$ cat config.mk
export PLATFORM = sky130hd
export DESIGN_NAME = gmm_proc_seq_flat
export DESIGN_NICKNAME = d
export VERILOG_FILES = /design/src/rtl/gmm_pkg.sv /design/src/rtl/gmm_proc_seq_if.sv /design/src/rtl/gmm_strobe_dly.sv /design/src/rtl/gmm_proc_seq.sv /design/src/flat_wrapper.sv
export SDC_FILE = /design/constraint.sdc
export NUM_CORES = 1
export LEC_CHECK = 0
export BUFFER_PORTS_ARGS = -buffer_cell sky130_fd_sc_hd__buf_2
export CAP_MARGIN = 20
export CORE_ASPECT_RATIO = 0.75
export CORE_UTILIZATION = 53
export CTS_CLUSTER_DIAMETER = 150
export DETAILED_ROUTE_END_ITERATION = 8
export GPL_TIMING_DRIVEN = 0
export PLACE_DENSITY = 0.77
export SYNTH_ARGS = -nofsm -noshare
export SYNTH_HDL_FRONTEND = slang
export SYNTH_HIERARCHICAL = 1
export SYNTH_SLANG_ARGS = --single-unit
$ cat constraint.sdc
create_clock -name clk -period 21.8 [get_ports clk]
set_clock_uncertainty 0.1 [all_clocks]
set_input_delay 4.36 -clock clk [delete_from_list [all_inputs] [get_ports clk]]
set_output_delay 4.36 -clock clk [all_outputs]
set_load 0.01 [all_outputs]
$ cat src/rtl/gmm_pkg.sv
// Shared types and index-width helpers for the GMM frame sequencer.
package gmm_pkg;

    typedef enum logic [1:0] {
        ST_LOAD  = 2'd0,
        ST_RUN   = 2'd1,
        ST_DRAIN = 2'd2,
        ST_OUT   = 2'd3
    } state_e;

    // Index width that stays at least one bit when only one entry exists.
    function automatic int idx_w(input int n);
        return (n > 1) ? $clog2(n) : 1;
    endfunction

    localparam int N_VARIABLE_DEF = 4;
    localparam int N_MIX_DEF      = 4;
    localparam int V_IDX_W        = idx_w(N_VARIABLE_DEF);
    localparam int M_IDX_W        = idx_w(N_MIX_DEF);

endpackage

$ cat src/rtl/gmm_proc_seq_if.sv
// Sample-in, parameter-addressing, datapath-control and result bus of the sequencer.
interface gmm_proc_seq_if #(
    parameter int D_WIDTH    = 16,
    parameter int N_VARIABLE = 4,
    parameter int N_MIX      = 4
);
    import gmm_pkg::*;

    localparam int V_W = idx_w(N_VARIABLE);
    localparam int M_W = idx_w(N_MIX);

    logic                   s_valid;
    logic                   s_ready;
    logic [D_WIDTH-1:0]     s_r;
    logic [D_WIDTH-1:0]     s_i;
    logic [M_W-1:0]         m_idx;
    logic [V_W-1:0]         v_idx;
    logic [D_WIDTH-1:0]     x_r;
    logic [D_WIDTH-1:0]     x_i;
    logic                   ce;
    logic                   g_rst;
    logic                   y_sload;
    logic                   k_sload;
    logic [2*D_WIDTH-1:0]   p_in_r;
    logic [2*D_WIDTH-1:0]   p_in_i;
    logic                   res_valid;
    logic                   res_ready;
    logic [2*D_WIDTH-1:0]   res_r;
    logic [2*D_WIDTH-1:0]   res_i;

    modport slave (
        input  s_valid, s_r, s_i, p_in_r, p_in_i, res_ready,
        output s_ready, m_idx, v_idx, x_r, x_i, ce, g_rst, y_sload, k_sload,
               res_valid, res_r, res_i
    );

    modport master (
        output s_valid, s_r, s_i, p_in_r, p_in_i, res_ready,
        input  s_ready, m_idx, v_idx, x_r, x_i, ce, g_rst, y_sload, k_sload,
               res_valid, res_r, res_i
    );

endinterface

$ cat src/rtl/gmm_strobe_dly.sv
// Clock-enable gated single-bit delay line; the output is masked while ce is low.
module gmm_strobe_dly #(
    parameter int DEPTH = 2
) (
    input  logic clk,
    input  logic rst,
    input  logic ce_i,
    input  logic din_i,
    output logic dout_o
);

    logic [DEPTH-1:0] sh_q;
    logic [DEPTH-1:0] sh_d;

    // Truncating the concatenation drops the oldest bit and works for DEPTH == 1.
    assign sh_d   = DEPTH'({sh_q, din_i});
    assign dout_o = sh_q[DEPTH-1] & ce_i;

    // Shift register advancing only on enabled cycles.
    always_ff @(posedge clk or posedge rst) begin
        if (rst) begin
            sh_q <= '0;
        end else if (ce_i) begin
            sh_q <= sh_d;
        end else begin
            sh_q <= sh_q;
        end
    end

endmodule

$ cat src/rtl/gmm_proc_seq.sv
// GMM frame sequencer: buffers one sample vector, replays it once per mixture,
// drives delay-matched datapath strobes and holds the final probability for handoff.
module gmm_proc_seq
    import gmm_pkg::*;
#(
    parameter int D_WIDTH    = 16,
    parameter int N_VARIABLE = 4,
    parameter int N_MIX      = 4,
    parameter int Y_LAT      = 2,
    parameter int K_LAT      = 5,
    parameter int P_LAT      = 6
) (
    input  logic               clk,
    input  logic               rst,
    gmm_proc_seq_if.slave      bus
);

    localparam int V_W    = idx_w(N_VARIABLE);
    localparam int M_W    = idx_w(N_MIX);
    localparam int T_W    = idx_w(N_MIX * N_VARIABLE);
    localparam int DC_W   = idx_w(P_LAT);
    localparam int T_LAST = N_MIX * N_VARIABLE - 1;

    state_e               state_q, state_d;
    logic [V_W-1:0]       ld_cnt_q;
    logic [T_W-1:0]       t_cnt_q;
    logic [DC_W-1:0]      dr_cnt_q;
    logic                 g_rst_q;
    logic [D_WIDTH-1:0]   smp_r_q [N_VARIABLE];
    logic [D_WIDTH-1:0]   smp_i_q [N_VARIABLE];
    logic [D_WIDTH-1:0]   x_r_q, x_i_q;
    logic [2*D_WIDTH-1:0] res_r_q, res_i_q;

    logic                 s_ready_s, ce_s, res_valid_s;
    logic                 accept_s, ld_last_s, run_last_s, dr_last_s;
    logic                 y_iss_s, k_iss_s;
    logic [V_W-1:0]       v_idx_s;

    assign v_idx_s    = t_cnt_q[V_W-1:0];
    assign accept_s   = bus.s_valid & s_ready_s;
    assign ld_last_s  = accept_s & (ld_cnt_q == V_W'(N_VARIABLE - 1));
    assign run_last_s = (state_q == ST_RUN) & (t_cnt_q == T_W'(T_LAST));
    assign dr_last_s  = (state_q == ST_DRAIN) & (dr_cnt_q == DC_W'(P_LAT - 1));
    assign y_iss_s    = (state_q == ST_RUN) & (v_idx_s == '0);
    assign k_iss_s    = (state_q == ST_RUN) & (t_cnt_q == '0);

    // State register.
    always_ff @(posedge clk or posedge rst) begin
        if (rst) begin
            state_q <= ST_LOAD;
        end else begin
            state_q <= state_d;
        end
    end

    // Next-state logic.
    always_comb begin
        state_d = state_q;
        case (state_q)
            ST_LOAD:  if (ld_last_s) state_d = ST_RUN;   else state_d = ST_LOAD;
            ST_RUN:   if (run_last_s) state_d = ST_DRAIN; else state_d = ST_RUN;
            ST_DRAIN: if (dr_last_s) state_d = ST_OUT;   else state_d = ST_DRAIN;
            ST_OUT:   if (res_valid_s && bus.res_ready) state_d = ST_LOAD; else state_d = ST_OUT;
            default:  state_d = ST_LOAD;
        endcase
    end

    // State-decoded handshake and enable outputs.
    always_comb begin
        s_ready_s   = 1'b0;
        ce_s        = 1'b0;
        res_valid_s = 1'b0;
        case (state_q)
            ST_LOAD:  s_ready_s   = 1'b1;
            ST_RUN:   ce_s        = 1'b1;
            ST_DRAIN: ce_s        = 1'b1;
            ST_OUT:   res_valid_s = 1'b1;
            default:  s_ready_s   = 1'b0;
        endcase
    end

    // Sample buffer, counters, replay register and result capture.
    always_ff @(posedge clk or posedge rst) begin
        if (rst) begin
            ld_cnt_q <= '0;
            t_cnt_q  <= '0;
            dr_cnt_q <= '0;
            g_rst_q  <= 1'b0;
            x_r_q    <= '0;
            x_i_q    <= '0;
            res_r_q  <= '0;
            res_i_q  <= '0;
            for (int i = 0; i < N_VARIABLE; i++) begin
                smp_r_q[i] <= '0;
                smp_i_q[i] <= '0;
            end
        end else begin
            g_rst_q <= ld_last_s;
            if (accept_s) begin
                smp_r_q[ld_cnt_q] <= bus.s_r;
                smp_i_q[ld_cnt_q] <= bus.s_i;
                ld_cnt_q          <= ld_cnt_q + V_W'(1);
            end
            // The run counter holds its final value so m_idx/v_idx stay put through DRAIN.
            if (ld_last_s) begin
                t_cnt_q <= '0;
            end else if ((state_q == ST_RUN) && !run_last_s) begin
                t_cnt_q <= t_cnt_q + T_W'(1);
            end
            if (state_q == ST_RUN) begin
                x_r_q    <= smp_r_q[v_idx_s];
                x_i_q    <= smp_i_q[v_idx_s];
                dr_cnt_q <= '0;
            end else if ((state_q == ST_DRAIN) && !dr_last_s) begin
                dr_cnt_q <= dr_cnt_q + DC_W'(1);
            end
            if (dr_last_s) begin
                res_r_q <= bus.p_in_r;
                res_i_q <= bus.p_in_i;
            end
        end
    end

    gmm_strobe_dly #(.DEPTH(Y_LAT)) u_y_dly (
        .clk    (clk),
        .rst    (rst),
        .ce_i   (ce_s),
        .din_i  (y_iss_s),
        .dout_o (bus.y_sload)
    );

    gmm_strobe_dly #(.DEPTH(K_LAT)) u_k_dly (
        .clk    (clk),
        .rst    (rst),
        .ce_i   (ce_s),
        .din_i  (k_iss_s),
        .dout_o (bus.k_sload)
    );

    assign bus.s_ready   = s_ready_s;
    assign bus.ce        = ce_s;
    assign bus.res_valid = res_valid_s;
    assign bus.g_rst     = g_rst_q;
    assign bus.v_idx     = v_idx_s;
    assign bus.m_idx     = M_W'(t_cnt_q >> V_W);
    assign bus.x_r       = x_r_q;
    assign bus.x_i       = x_i_q;
    assign bus.res_r     = res_r_q;
    assign bus.res_i     = res_i_q;

endmodule
$ cat src/flat_wrapper.sv
// flat-port wrapper written by rule: the top's interface ports become plain ports
module gmm_proc_seq_flat import gmm_pkg::*;
#(
    parameter int D_WIDTH    = 16,
    parameter int N_VARIABLE = 4,
    parameter int N_MIX      = 4,
    parameter int Y_LAT      = 2,
    parameter int K_LAT      = 5,
    parameter int P_LAT      = 6
)
  (clk, rst, bus_s_valid, bus_s_r, bus_s_i, bus_p_in_r, bus_p_in_i, bus_res_ready, bus_s_ready, bus_m_idx, bus_v_idx, bus_x_r, bus_x_i, bus_ce, bus_g_rst, bus_y_sload, bus_k_sload, bus_res_valid, bus_res_r, bus_res_i);
  gmm_proc_seq_if #(.D_WIDTH(D_WIDTH), .N_VARIABLE(N_VARIABLE), .N_MIX(N_MIX)) bus_i ();
  input  logic clk;
  input  logic rst;
  input wire logic [$bits(bus_i.s_valid)-1:0] bus_s_valid;
  input wire logic [$bits(bus_i.s_r)-1:0] bus_s_r;
  input wire logic [$bits(bus_i.s_i)-1:0] bus_s_i;
  input wire logic [$bits(bus_i.p_in_r)-1:0] bus_p_in_r;
  input wire logic [$bits(bus_i.p_in_i)-1:0] bus_p_in_i;
  input wire logic [$bits(bus_i.res_ready)-1:0] bus_res_ready;
  output wire logic [$bits(bus_i.s_ready)-1:0] bus_s_ready;
  output wire logic [$bits(bus_i.m_idx)-1:0] bus_m_idx;
  output wire logic [$bits(bus_i.v_idx)-1:0] bus_v_idx;
  output wire logic [$bits(bus_i.x_r)-1:0] bus_x_r;
  output wire logic [$bits(bus_i.x_i)-1:0] bus_x_i;
  output wire logic [$bits(bus_i.ce)-1:0] bus_ce;
  output wire logic [$bits(bus_i.g_rst)-1:0] bus_g_rst;
  output wire logic [$bits(bus_i.y_sload)-1:0] bus_y_sload;
  output wire logic [$bits(bus_i.k_sload)-1:0] bus_k_sload;
  output wire logic [$bits(bus_i.res_valid)-1:0] bus_res_valid;
  output wire logic [$bits(bus_i.res_r)-1:0] bus_res_r;
  output wire logic [$bits(bus_i.res_i)-1:0] bus_res_i;
  assign bus_i.s_valid = bus_s_valid;
  assign bus_i.s_r = bus_s_r;
  assign bus_i.s_i = bus_s_i;
  assign bus_i.p_in_r = bus_p_in_r;
  assign bus_i.p_in_i = bus_p_in_i;
  assign bus_i.res_ready = bus_res_ready;
  assign bus_s_ready = bus_i.s_ready;
  assign bus_m_idx = bus_i.m_idx;
  assign bus_v_idx = bus_i.v_idx;
  assign bus_x_r = bus_i.x_r;
  assign bus_x_i = bus_i.x_i;
  assign bus_ce = bus_i.ce;
  assign bus_g_rst = bus_i.g_rst;
  assign bus_y_sload = bus_i.y_sload;
  assign bus_k_sload = bus_i.k_sload;
  assign bus_res_valid = bus_i.res_valid;
  assign bus_res_r = bus_i.res_r;
  assign bus_res_i = bus_i.res_i;
  gmm_proc_seq #(.D_WIDTH(D_WIDTH), .N_VARIABLE(N_VARIABLE), .N_MIX(N_MIX), .Y_LAT(Y_LAT), .K_LAT(K_LAT), .P_LAT(P_LAT)) u_core (.clk(clk), .rst(rst), .bus(bus_i));
endmodule
==> results.toml <==
[outcome]
outcome = "complete, no violations"

[synthesis]
yosysTopAreaCellShare = 0.5979
synth-seq-cells = 243
synth_area_mm2 = 0.01017
yosys-top-cells-area = "dfrtp_1 60%, mux2_2 20%, mux4_2 6.0%, nand2_1 3.6%, mux2_4 3.1%"
netlist_instances = 671
synth_edf_count = 0
ys_async_sr_fraction = 1.000
synth_warnings = 6
synthDistinctLibCells = 29
ys_seq_area_frac = 0.5979
synth_fp_nets = 783
yosys-top-cells-count = "243 x dfrtp_1, 179 x mux2_2, 97 x nand2_1"
ys.flop_type = "dfrtp_1"
yosysMostFrequentCell = "dfrtp_1"
synth.avg_cell_area_um2 = 15.16
yosysTopAreaCell = "dfrtp_1"

[cells_and_area]
final_net_count = 1015
fillers = 1368
layout-drive-gt1-share = 0.5467
synthToLayoutAreaGrowth_pct = 21.33
fin_cells = 1167
final_util = 0.6629
final_area_mm2 = 0.01234
diodes = 0

[worst_setup_path]
cp-startpoint = "u_core/state_q[0]$_DFF_PP0_"
r2r-start = "u_core/state_q[0]$_DFF_PP0_"
cp-start-kind = "flop"
worstSetupEndpoint = "bus_k_sload"
r2r_slack_ns = 19.54
cp.required_ns = 17.34
reg2reg_to = "u_core/smp_r_q[7]$_DFFE_PP0P_"
worstPathMaxFanout = 10
end_kind = "primary output"
arrival_ns = 1.77
worstSetupPathType = "flop to primary output"
reg2reg_depth = 8

[sta]
finalCritPeriodShare = 0.2859
fmax_mhz = 160.4
tns_ns = 0
rsz0062_at_grt = "no"
worstMarginPinSlew_ns = 0.7542
holdWs_ns = 0.3712
worst_slack_ns = 15.57
slew_headroom = 0.4972
drv_slew = 0
fin_crit_ns = 6.233
setup_viol = 0
hold_viol_final = 0

[clock_tree]
numCtsBuffers = 24
root_buffer = "clkbuf_16"
insertion_delay_ns = 0.51
tritoncts = "yes"
clk_pin_slew_ns = 0.06
cts_setup_buffers = 0
h-tree-depth = 1
hold_buffers = 0
cts.sinks = 243
post_cts_resized = 0
cts_max_path_buffers = 3

[die]
die_h_um = 122.0
die_x_um = 162.0
row_count = 43
coreArea_mm2 = 0.01862
pin_count = 206
initial_utilization = 0.5464
fp.dieArea_mm2 = 0.01975

[min_path]
hold_class = "flop to flop"
holdPathStages = 2

[routing]
wl_per_cell_um = 18.64
num_vias = 6179
drt_iter0_markers = 370
drc = 0
drt_wl_total_um = 21760
avgViaCountPerCell = 5.295
ant_nets = 0
dr.pass1.iters = 4

[placed_design]
io_buffers = 205
place.gp.congestion = 0.7828
place_hpwl_um = 14700
place_area_mm2 = 0.01154
dp.cells = 1124
pre_cts_slack_ns = 15.97

[global_route]
grt_max_degree = 131
antenna_found_initial = 0
grt_pass1_wl_um = 34160
track_usage = 0.2237
grt_pass1_vias = 6325
grt-ovfl-total = 0

[power_and_ir_drop]
vdd_ir_drop_max_mv = 0.08766
power_leakage_nw = 5.863
p_per_area_mw_per_mm2 = 136.8
p_total_mw = 1.689

[run]
cap_viol_max_count = 0
worst min path at each step:
stage,startpoint,to,slack [ns]
6_report,u_core/smp_i_q[13]$_DFFE_PP0P_,u_core/smp_i_q[13]$_DFFE_PP0P_,0.37
5_1_grt,u_core/smp_r_q[7]$_DFFE_PP0P_,u_core/smp_r_q[7]$_DFFE_PP0P_,0.39
4_1_cts,u_core/smp_i_q[13]$_DFFE_PP0P_,u_core/smp_i_q[13]$_DFFE_PP0P_,0.37
3_5_place_dp,u_core/smp_i_q[13]$_DFFE_PP0P_,u_core/smp_i_q[13]$_DFFE_PP0P_,0.36
3_3_place_gp,u_core/smp_i_q[0]$_DFFE_PP0P_,u_core/smp_i_q[0]$_DFFE_PP0P_,0.35
2_1_floorplan,u_core/smp_i_q[15]$_DFFE_PP0P_,u_core/smp_i_q[15]$_DFFE_PP0P_,0.34
cells in the final DEF (no fill, tap or decap), types with 3 or more instances in the layout:
| master | n |
|---|---|
| ha_1 | 12 |
| mux2_2 | 179 |
| nor3_1 | 3 |
| nand3_1 | 7 |
| mux2_4 | 21 |
| clkbuf_1 | 13 |
| clkbuf_8 | 7 |
| nand2_1 | 97 |
| inv_1 | 11 |
| mux4_2 | 27 |
| mux4_1 | 5 |
| a21oi_1 | 5 |
| clkbuf_16 | 25 |
| o21ai_0 | 3 |
| buf_12 | 3 |
| buf_2 | 230 |
| dfrtp_1 | 243 |
sequential cells by signal, summed over array words and instances (netlist names):
register and flops:
u_core/bus.x_r 16, u_core/bus.g_rst 1, u_core/dr_cnt_q 3, u_core/bus.res_i 32
u_core/smp_r_q 64, u_core/bus.res_r 32, u_core/smp_i_q 64, u_core/bus.x_i 16
u_core/u_k_dly/sh_q 5, u_core/u_y_dly/sh_q 2, u_core/t_cnt_q 4, u_core/state_q 2
u_core/ld_cnt_q 2
critical path, cell delays in order (launching register included):
cell and delay (ns):
dfrtp_1 0.38, inv_1 0.08, ha_1 0.49, and2_2 0.21, buf_2 0.12
layer usage:
layer,up-vias,GRT usage,part of all wire
met5,-,0,0
met4,0,0.06309,0.022
met3,40,0.03847,0.050
met2,178,0.3785,0.48
met1,3140,0.3000,0.44
li1,2821,-,-
logic make-up after synthesis:
logic type	synth area share
xor gates and xnor gates	0.001723
adders and majority gates	0.01476
muxes	0.3029
buffers and inverters	0.02669
and+or+nand+nor	0.04994
AOI/OAI and AO/OA	0.006150
DFF	0.5979
cell type report:
cell class,count,area (um2),area share
plain buffers,36,222.7,0.01805
inverters,13,56.30,0.004563
repair buffers,206,1054,0.08537
multi-input cells,379,3819,0.3094
clock inverters,5,55.05,0.004461
flip-flops and latches,243,6081,0.4927
well taps,247,309.0,0.02504
clock buffers,38,744.5,0.06033
power by group:
part           internal (mW)  leakage (nW)  switching (mW)
clock network          0.245         0.388           0.166
logic                  0.319          2.55           0.235
registers              0.633          2.92          0.0904
Power figures use the tool's default switching activity.
